### config.mk
export PLATFORM = sky130hd
export DESIGN_NAME = uart_tx
export DESIGN_NICKNAME = d
export VERILOG_FILES = /design/src/rtl/uart_pkg.sv /design/src/rtl/uart_baud_gen.sv /design/src/rtl/uart_tx.sv
export SDC_FILE = /design/constraint.sdc
export NUM_CORES = 1
export LEC_CHECK = 0
export CORE_UTILIZATION = 50
export DETAILED_ROUTE_END_ITERATION = 10
export GPL_TIMING_DRIVEN = 0
export PLACE_DENSITY = 0.83
export SYNTH_ARGS = -nofsm -noshare
export SYNTH_HDL_FRONTEND = slang
export SYNTH_SLANG_ARGS = --single-unit
### constraint.sdc
create_clock -name clk -period 4 [get_ports clk]
set_input_delay 0.8 -clock clk [delete_from_list [all_inputs] [get_ports clk]]
set_output_delay 0.8 -clock clk [all_outputs]
set_load 0.005 [all_outputs]
### src/rtl/uart_pkg.sv
// Shared UART definitions: the state encoding, the data width and the CLKS_PER_BIT helper.
// The transmitter and the receiver both use this package.
package uart_pkg;

    typedef enum logic [2:0] {
        IDLE   = 3'd0,
        START  = 3'd1,
        DATA   = 3'd2,
        PARITY = 3'd3,
        STOP   = 3'd4
    } uart_state_t;

    localparam int UART_DATA_BITS = 8;

    // Number of system clocks per bit. The result uses integer division and must be at least 2.
    function automatic int calc_clks_per_bit(input int clk_freq, input int baud);
        return clk_freq / baud;
    endfunction

endpackage

### src/rtl/uart_baud_gen.sv
// Bit-period timer. The count wraps through 0..CLKS_PER_BIT-1 and bit_tick marks the last cycle.
// The clear input restarts the period so that the first bit of a frame has full length.
module uart_baud_gen #(
    parameter int CLKS_PER_BIT = 16
) (
    input  logic clk,
    input  logic rst,
    input  logic clear,
    output logic bit_tick
);

    localparam int CW = (CLKS_PER_BIT > 1) ? $clog2(CLKS_PER_BIT) : 1;
    localparam logic [CW-1:0] LAST = CW'(CLKS_PER_BIT - 1);

    logic [CW-1:0] count_q;
    logic [CW-1:0] count_next;

    always_comb begin
        count_next = count_q + 1'b1;
        if (clear || (count_q == LAST)) begin
            count_next = '0;
        end
    end

    // NOTE: state flops take non-blocking assignments only; the next value comes from always_comb.
    always_ff @(posedge clk or posedge rst) begin
        if (rst) begin
            count_q <= '0;
        end else begin
            count_q <= count_next;
        end
    end

    assign bit_tick = (count_q == LAST);

endmodule

### src/rtl/uart_tx.sv
// UART transmitter with a valid/ready byte input. The default frame is 8N1.
// Define UART_TX_PARITY_EN to add an even-parity bit, which gives an 8E1 frame.
module uart_tx
    import uart_pkg::*;
#(
    parameter int CLK_FREQ = 100_000_000,
    parameter int BAUD     = 9600
) (
    input  logic       clk,
    input  logic       rst,
    input  logic [7:0] tx_data,
    input  logic       tx_valid,
    output logic       tx_ready,
    output logic       tx,
    output logic       busy
);

    localparam int          CLKS_PER_BIT = calc_clks_per_bit(CLK_FREQ, BAUD);
    localparam logic [2:0]  LAST_BIT     = 3'(UART_DATA_BITS - 1);

    uart_state_t               state_q, state_next;
    logic [UART_DATA_BITS-1:0] shift_q, shift_next;
    logic [2:0]                bit_cnt_q, bit_cnt_next;
    logic                      tx_q, tx_next;
    logic                      busy_q;
    logic                      accept;
    logic                      bit_tick;
`ifdef UART_TX_PARITY_EN
    logic                      parity_q, parity_next;
`endif

    assign tx_ready = (state_q == IDLE);
    assign accept   = tx_valid && tx_ready;

    uart_baud_gen #(
        .CLKS_PER_BIT(CLKS_PER_BIT)
    ) u_baud_gen (
        .clk     (clk),
        .rst     (rst),
        .clear   (accept),
        .bit_tick(bit_tick)
    );

    // NOTE: every always_comb output gets a default first, so no latches are inferred.
    always_comb begin
        state_next   = state_q;
        shift_next   = shift_q;
        bit_cnt_next = bit_cnt_q;
`ifdef UART_TX_PARITY_EN
        parity_next  = parity_q;
`endif
        tx_next      = 1'b1;

        case (state_q)
            IDLE: begin
                if (accept) begin
                    state_next = START;
                    shift_next = tx_data;
`ifdef UART_TX_PARITY_EN
                    parity_next = ^tx_data;
`endif
                end
            end
            START: begin
                if (bit_tick) begin
                    state_next   = DATA;
                    bit_cnt_next = '0;
                end
            end
            DATA: begin
                if (bit_tick) begin
                    shift_next   = shift_q >> 1;
                    bit_cnt_next = bit_cnt_q + 1'b1;
                    if (bit_cnt_q == LAST_BIT) begin
`ifdef UART_TX_PARITY_EN
                        state_next = PARITY;
`else
                        state_next = STOP;
`endif
                    end
                end
            end
`ifdef UART_TX_PARITY_EN
            PARITY: begin
                if (bit_tick) begin
                    state_next = STOP;
                end
            end
`endif
            STOP: begin
                if (bit_tick) begin
                    state_next = IDLE;
                end
            end
            default: state_next = IDLE;
        endcase

        // The line level is decoded from the next state. As a result, the tx flop holds the
        // correct level in the same cycle that the state changes.
        case (state_next)
            START:   tx_next = 1'b0;
            DATA:    tx_next = shift_next[0];
`ifdef UART_TX_PARITY_EN
            PARITY:  tx_next = parity_next;
`endif
            default: tx_next = 1'b1;
        endcase
    end

    always_ff @(posedge clk or posedge rst) begin
        if (rst) begin
            state_q   <= IDLE;
            shift_q   <= '0;
            bit_cnt_q <= '0;
            tx_q      <= 1'b1;
            busy_q    <= 1'b0;
`ifdef UART_TX_PARITY_EN
            parity_q  <= 1'b0;
`endif
        end else begin
            state_q   <= state_next;
            shift_q   <= shift_next;
            bit_cnt_q <= bit_cnt_next;
            tx_q      <= tx_next;
            busy_q    <= (state_next != IDLE);
`ifdef UART_TX_PARITY_EN
            parity_q  <= parity_next;
`endif
        end
    end

    assign tx   = tx_q;
    assign busy = busy_q;

endmodule
==> impl_metrics.py, run 1 <==
metrics = {
    "status": {
        "status": "complete, no violations",
    },
    "floorplan": {
        "io_pins": 14,
        "initial_core_util_pct": 52.8,
        "die-area_mm2": 0.00313,
        "die_w_um": 56.0,
        "die_h_um": 56.0,
        "placementRows": 19,
        "core_mm2": 0.00276,
    },
    "global_route": {
        "overflow": 0,
        "grt_pass1_vias": 1139,
        "grt_pass1_wl_um": 4920,
        "grt_max_degree": 31,
        "antenna_found_initial": 0,
        "grt.total_usage_pct": 20.8,
    },
    "pwr": {
        "p_int_uw": 397,
        "p_total_uw": 507,
        "seqPwrFrac_pct": 59.7,
        "irDropWorstVdd_mv": 0.183,
        "clkPwrFrac_pct": 37.1,
        "p_sw_share_pct": 21.8,
        "p_switching_uw": 111,
        "power.density_mw_per_mm2": 301,
        "comb_power_share_pct": 3.1,
        "leakage_nw": 0.798,
    },
    "logic_synthesis": {
        "syn_area_mm2": 0.00146,
        "yosys-top-cells-area": "dfrtp_1, nand2_1, xor2_1",
        "synth.largest_area_cell": "dfrtp_1",
        "ys_warn_count": 0,
        "syn_area_per_cell_um2": 10.1,
        "synthArstFlopShare_pct": 100,
        "synth_cell_types": 37,
        "synth_cells": 144,
        "ys.flop_type": "dfrtp_1",
        "ys_seq_area_share_pct": 51.6,
        "netlist.area_leader.share_pct": 49.8,
        "ys_seq_elements": 30,
        "synth_edf_count": 0,
        "syn_nets": 158,
    },
    "critical_path": {
        "critical_path_required_ns": 3.20,
        "crit_slowest_cell": "clkdlybuf4s50_1",
        "worst_ep_arrival_time_ns": 1.86,
        "path_cells": "clkbuf_1 -> nor3_1 -> clkdlybuf4s50_1",
        "r2r_cells": 5,
        "r2r-end": "shift_q[0]$_DFF_PP0_",
        "cpPeakStageDelay_ns": 0.58,
        "r2r-start": "u_baud_gen.count_q[9]$_DFF_PP0_",
        "critPathLaunch": "state_q[0]$_DFF_PP0_",
        "worst-setup-path-type": "flop to output port",
        "ff2ff_setup_slack_ns": 1.75,
        "cp_max_fo": 9,
        "worst-path-buf-inv": 2,
        "cp-start-kind": "flop",
        "path_delay_family": "buffers and inverters",
        "end_kind": "output port",
    },
    "sta": {
        "slew_viol_final": 0,
        "fin_setup_tns_ns": 0,
        "skew_ns": 0.00779,
        "rsz0062_at_grt": "false",
        "period_share_pct": 66.4,
        "fin_crit_ns": 2.66,
        "worst_slack_ns": 1.34,
        "setup_viol": 0,
        "relSlewSlack_pct": 25.4,
        "tightestPinTransition_ns": 1.12,
        "hold_viol": 0,
        "max_freq_mhz": 377,
        "hold_ws_ns": 0.497,
    },
    "clocking": {
        "clk_pin_slew_ns": 0.09,
        "post_cts_resize_count": 0,
        "cts.sinks": 30,
        "cts_buffers": 5,
        "cts_root_buf": "clkbuf_4",
        "clock_path_buffers": 2,
        "tritoncts": "yes",
        "post_cts.repair.setup_buffers": 0,
        "cts_max_level": 2,
        "clkLatencyLatePin_ns": 0.33,
        "cts_hold_buffers": 0,
    },
    "placed_design": {
        "portBuffers": 13,
        "place_congestion": 0.778,
        "pre_cts_ws_ns": 1.47,
        "dp_hpwl_um": 2090,
    },
    "cells_and_area": {
        "area_growth_pct": 15.7,
        "final_util_pct": 61.1,
        "mostFrequentLayoutCell": "dfrtp_1",
        "layout_common_cells": "dfrtp_1, nand2_1, nor2_1",
        "num_antenna_cells": 0,
        "nNetsFinal": 178,
        "layout-drive-gt1-share_pct": 10.9,
    },
    "detailed_routing": {
        "wl_per_cell_um": 14.4,
        "wl_um": 2830,
        "drt-pass1-iter-count": 4,
        "ant_nets": 0,
        "num_vias": 1118,
        "via_per_inst": 5.70,
        "drt_iter0_markers": 26,
        "drcViolationCount": 0,
    },
    "min_path": {
        "holdPathEnd": "shift_q[6]$_DFFE_PP0P_",
        "hp-class": "flop to flop",
        "whs_path_depth": 2,
        "hold_path_startpoint": "shift_q[6]$_DFFE_PP0P_",
    },
    "job": {
        "drv_cap": 0,
    },
}
-- power by group through the flow --
stage | clock network (mW) | registers [mW] | logic (mW)
after global routing | 0.201 | 0.303 | 0.0183
after detailed placement | 0 | 0.309 | 0.0164
final | 0.188 | 0.303 | 0.0159
after global placement | 0 | 0.309 | 0.0159
after CTS | 0.192 | 0.303 | 0.0164
after floorplan | 0 | 0.309 | 0.00458
-- cells in the mapped netlist, types with 2 or more instances --
library cell and n:
o21ai_1 2, a21oi_1 2, a22oi_1 6, nand2_1 22, xor2_1 7, nor2_1 16
dfrtp_1 29, nand2b_1 2, nand4_1 5, o21ai_0 8, and2_1 3, or3_1 2
ha_1 3, nand3_1 3, and3_1 2, clkbuf_1 3, nor3b_1 2, inv_1 5
a21oi_2 2, xnor2_1 3
-- cells by family after synthesis --
| group | Yosys count | synth area share (%) |
|---|---|---|
| buffers and inverters | 10 | 3.18 |
| AND/OR/NAND/NOR | 65 | 23.4 |
| adder cells (fa/ha/maj) | 3 | 2.58 |
| multiplexers | 1 | 0.773 |
| flip-flops | 30 | 51.6 |
| AO/OA/AOI/OAI | 25 | 12.5 |
| XOR/XNOR | 10 | 6.01 |
-- state kept, by name, indices dropped and copies added (netlist names) --
signal	flops
bit_cnt_q	3
busy	1
shift_q	8
state_q	3
tx	1
u_baud_gen.count_q	14
-- layer usage --
metal	global-route usage, %	vias to the layer above	wire, um
li1	-	536	-
met1	25.3	553	1190
met2	34.9	22	1500
met3	4.88	7	69
met4	10.1	0	68
met5	0	-	0
-- stage by stage --
step	std cells	instance area, um2
2_1_floorplan	144	1460
3_3_place_gp	188	1630
3_5_place_dp	188	1630
4_1_cts	196	1690
5_1_grt	196	1690
6_report	196	1690
-- how the worst max path moves through the flow --
stage	endpoint	slack, ns	cells past startpoint
CTS	tx_ready	1.34	3
detailed placement	u_baud_gen.count_q[5]$_DFF_PP0_	1.47	6
global route	tx_ready	1.22	3
global placement	u_baud_gen.count_q[12]$_DFF_PP0_	1.56	6
finish	tx_ready	1.34	3
floorplan	shift_q[0]$_DFF_PP0_	2.02	5
-- worst min-delay path, cell delays in order (launching register included) --
cell and delay [ns]:
dfrtp_1 0.36, nand2_1 0.06, nand2_1 0.06
-- area by class of cell --
cell class              instances  area [um2]
plain buffers                   5        27.5
clock buffers                   7        55.1
clock inverters                 1        5.00
fillers                       238        1070
inverters                       5        18.8
multi-input cells             104         658
flip-flops and latches         30         752
well taps                      31        38.8
repair buffers                 13         130
Power figures use the tool's default switching activity.
==> inputs of run 2 (changes only) <==
PLACE_DENSITY = 0.86   (was 0.83)
clock period = 2.39 ns   (was 4 ns; I/O delays follow)
==> run 2 against run 1 <==
  * Via count fell by 1.5%
  * Power rose by 66%
  * Clock skew fell by 0.0027 ns
  * Final area rose by 0.30%
  * Sequential share of layout area fell by 0.13 points
  * Critical path type is now flop to flop
  * Largest cell class unchanged
  * Highest routed layer unchanged
==> impl_metrics.py, run 2 (synthesized netlist as in run 1, its figures left out) <==
metrics = {
    "cells_and_area": {
        "final_area_mm2": 0.00169,
        "largestRegisters": "u_baud_gen.count_q x14, shift_q x8",
        "mostFrequentLayoutCell": "dfrtp_1",
        "layout_common_cells": "dfrtp_1, nand2_1, nor2_1",
        "area_growth_pct": 16.1,
        "final_util_pct": 61.3,
        "num_antenna_cells": 0,
        "layout-drive-gt1-share_pct": 11.5,
        "largest_reg_flops": 14,
        "regMostFlops": "u_baud_gen.count_q",
        "nNetsFinal": 178,
    },
    "clocking": {
        "tritoncts": "yes",
        "cts_root_buf": "clkbuf_4",
        "cts.sinks": 30,
        "cts_max_level": 2,
        "clock_path_buffers": 2,
        "cts_buffers": 5,
        "clkLatencyLatePin_ns": 0.32,
        "post_cts.repair.setup_buffers": 0,
        "clk_pin_slew_ns": 0.09,
        "cts_hold_buffers": 0,
        "post_cts_resize_count": 0,
    },
    "detailed_routing": {
        "ant_nets": 0,
        "num_vias": 1101,
        "drt-pass1-iter-count": 4,
        "drcViolationCount": 0,
        "drt_iter0_markers": 33,
        "via_per_inst": 5.62,
        "wl_per_cell_um": 13.9,
        "wl_um": 2720,
    },
    "pwr": {
        "clkPwrFrac_pct": 36.7,
        "p_sw_share_pct": 21.2,
        "seqPwrFrac_pct": 60.2,
        "leakage_nw": 0.799,
        "p_int_uw": 664,
        "irDropWorstVdd_mv": 0.487,
        "comb_power_share_pct": 3.1,
        "p_switching_uw": 179,
        "power.density_mw_per_mm2": 499,
    },
    "critical_path": {
        "r2r-end": "shift_q[0]$_DFF_PP0_",
        "end_kind": "flop",
        "worst_ep_arrival_time_ns": 2.45,
        "r2r-start": "u_baud_gen.count_q[6]$_DFF_PP0_",
        "ff2ff_setup_slack_ns": 0.15,
        "worst-setup-path-type": "flop to flop",
        "r2r_cells": 5,
        "cp_max_fo": 10,
        "critPathCapture": "shift_q[0]$_DFF_PP0_",
        "critical_path_required_ns": 2.60,
        "critPathLaunch": "u_baud_gen.count_q[6]$_DFF_PP0_",
        "cp-start-kind": "flop",
    },
    "sta": {
        "fin_crit_ns": 2.24,
        "hold_viol": 0,
        "tightestPinTransition_ns": 1.08,
        "hold_ws_ns": 0.481,
        "skew_ns": 0.00513,
        "max_freq_mhz": 447,
        "rsz0062_at_grt": "false",
        "setup_viol": 0,
        "relSlewSlack_pct": 27.6,
        "slew_viol_final": 0,
        "fin_setup_tns_ns": 0,
        "period_share_pct": 93.7,
    },
    "floorplan": {
        "initial_core_util_pct": 52.8,
        "die_h_um": 56.0,
        "io_pins": 14,
        "die-area_mm2": 0.00313,
        "die_w_um": 56.0,
        "placementRows": 19,
        "core_mm2": 0.00276,
    },
    "min_path": {
        "hp-class": "flop to flop",
    },
    "global_route": {
        "overflow": 0,
        "grt_max_degree": 31,
        "grt_pass1_vias": 1151,
        "antenna_found_initial": 0,
        "grt.total_usage_pct": 20.3,
        "grt_pass1_wl_um": 4870,
    },
    "status": {
        "status": "complete, no violations",
    },
    "placed_design": {
        "placed_cell_area_mm2": 0.00163,
        "place_congestion": 0.797,
        "dp_hpwl_um": 2010,
        "portBuffers": 13,
    },
    "job": {
        "drv_cap": 0,
    },
}
-- run 2: cell counts in the layout (fill, tap and decap cells not counted) --
No cell type changed its count.
-- run 2: stage by stage --
stage / worst slack (ns) / instances / power (mW)
after floorplan: 0.406 / 144 / 0.525
after global routing: 0.0100 / 196 / 0.874
after detailed placement: 0.144 / 188 / 0.544
final: 0.151 / 196 / 0.843
after CTS: 0.0680 / 196 / 0.852
after global placement: 0.227 / 188 / 0.544
-- run 2: layout make-up --
| class | count | area (um2) |
|---|---|---|
| inverter | 5 | 18.8 |
| timing repair buffer | 13 | 130 |
| fill | 225 | 1070 |
| clock inverter | 1 | 5.00 |
| tap | 31 | 38.8 |
| clock buffer | 7 | 55.1 |
| buffer | 5 | 27.5 |
| sequential | 30 | 752 |
| multi-input combinational | 104 | 663 |
-- run 2: power by group through the flow --
stage                     Combinational (mW)  Clock, mW  Sequential (mW)
after CTS                             0.0273      0.318            0.507
after global placement                0.0263          0            0.517
final                                 0.0262      0.309            0.507
after global routing                  0.0294      0.337            0.507
after detailed placement              0.0272          0            0.517
after floorplan                      0.00766          0            0.517
-- run 2: worst max-delay path, cell delays in order (launching register included) --
cell and delay (ns):
dfrtp_1 0.44, or3b_2 0.52, nor4_4 0.55, a21oi_2 0.23, a221oi_4 0.32, inv_1 0.07
-- run 2: how the worst min path moves through the flow --
stage                               startpoint                         endpoint  cells past startpoint
3_5_place_dp            shift_q[4]$_DFFE_PP0P_           shift_q[4]$_DFFE_PP0P_                      2
2_1_floorplan           shift_q[2]$_DFFE_PP0P_           shift_q[2]$_DFFE_PP0P_                      2
4_1_cts        u_baud_gen.count_q[0]$_DFF_PP0_  u_baud_gen.count_q[0]$_DFF_PP0_                      1
5_1_grt        u_baud_gen.count_q[0]$_DFF_PP0_  u_baud_gen.count_q[0]$_DFF_PP0_                      1
3_3_place_gp            shift_q[3]$_DFFE_PP0P_           shift_q[3]$_DFFE_PP0P_                      2
6_report       u_baud_gen.count_q[0]$_DFF_PP0_  u_baud_gen.count_q[0]$_DFF_PP0_                      1
-- run 2: per-layer routing --
metal	up-vias	share of wire (%)	track usage [%]
li1	535	-	-
met1	526	42	23.8
met2	28	50	33.5
met3	12	3.9	6.98
met4	0	3.4	9.41
met5	-	0	0
==> inputs of run 3 (changes only) <==
GPL_ROUTABILITY_DRIVEN = 0   (was not set)
==> results of run 3 <==
No change in the layout: final DEF, timing and power equal those of run 2.
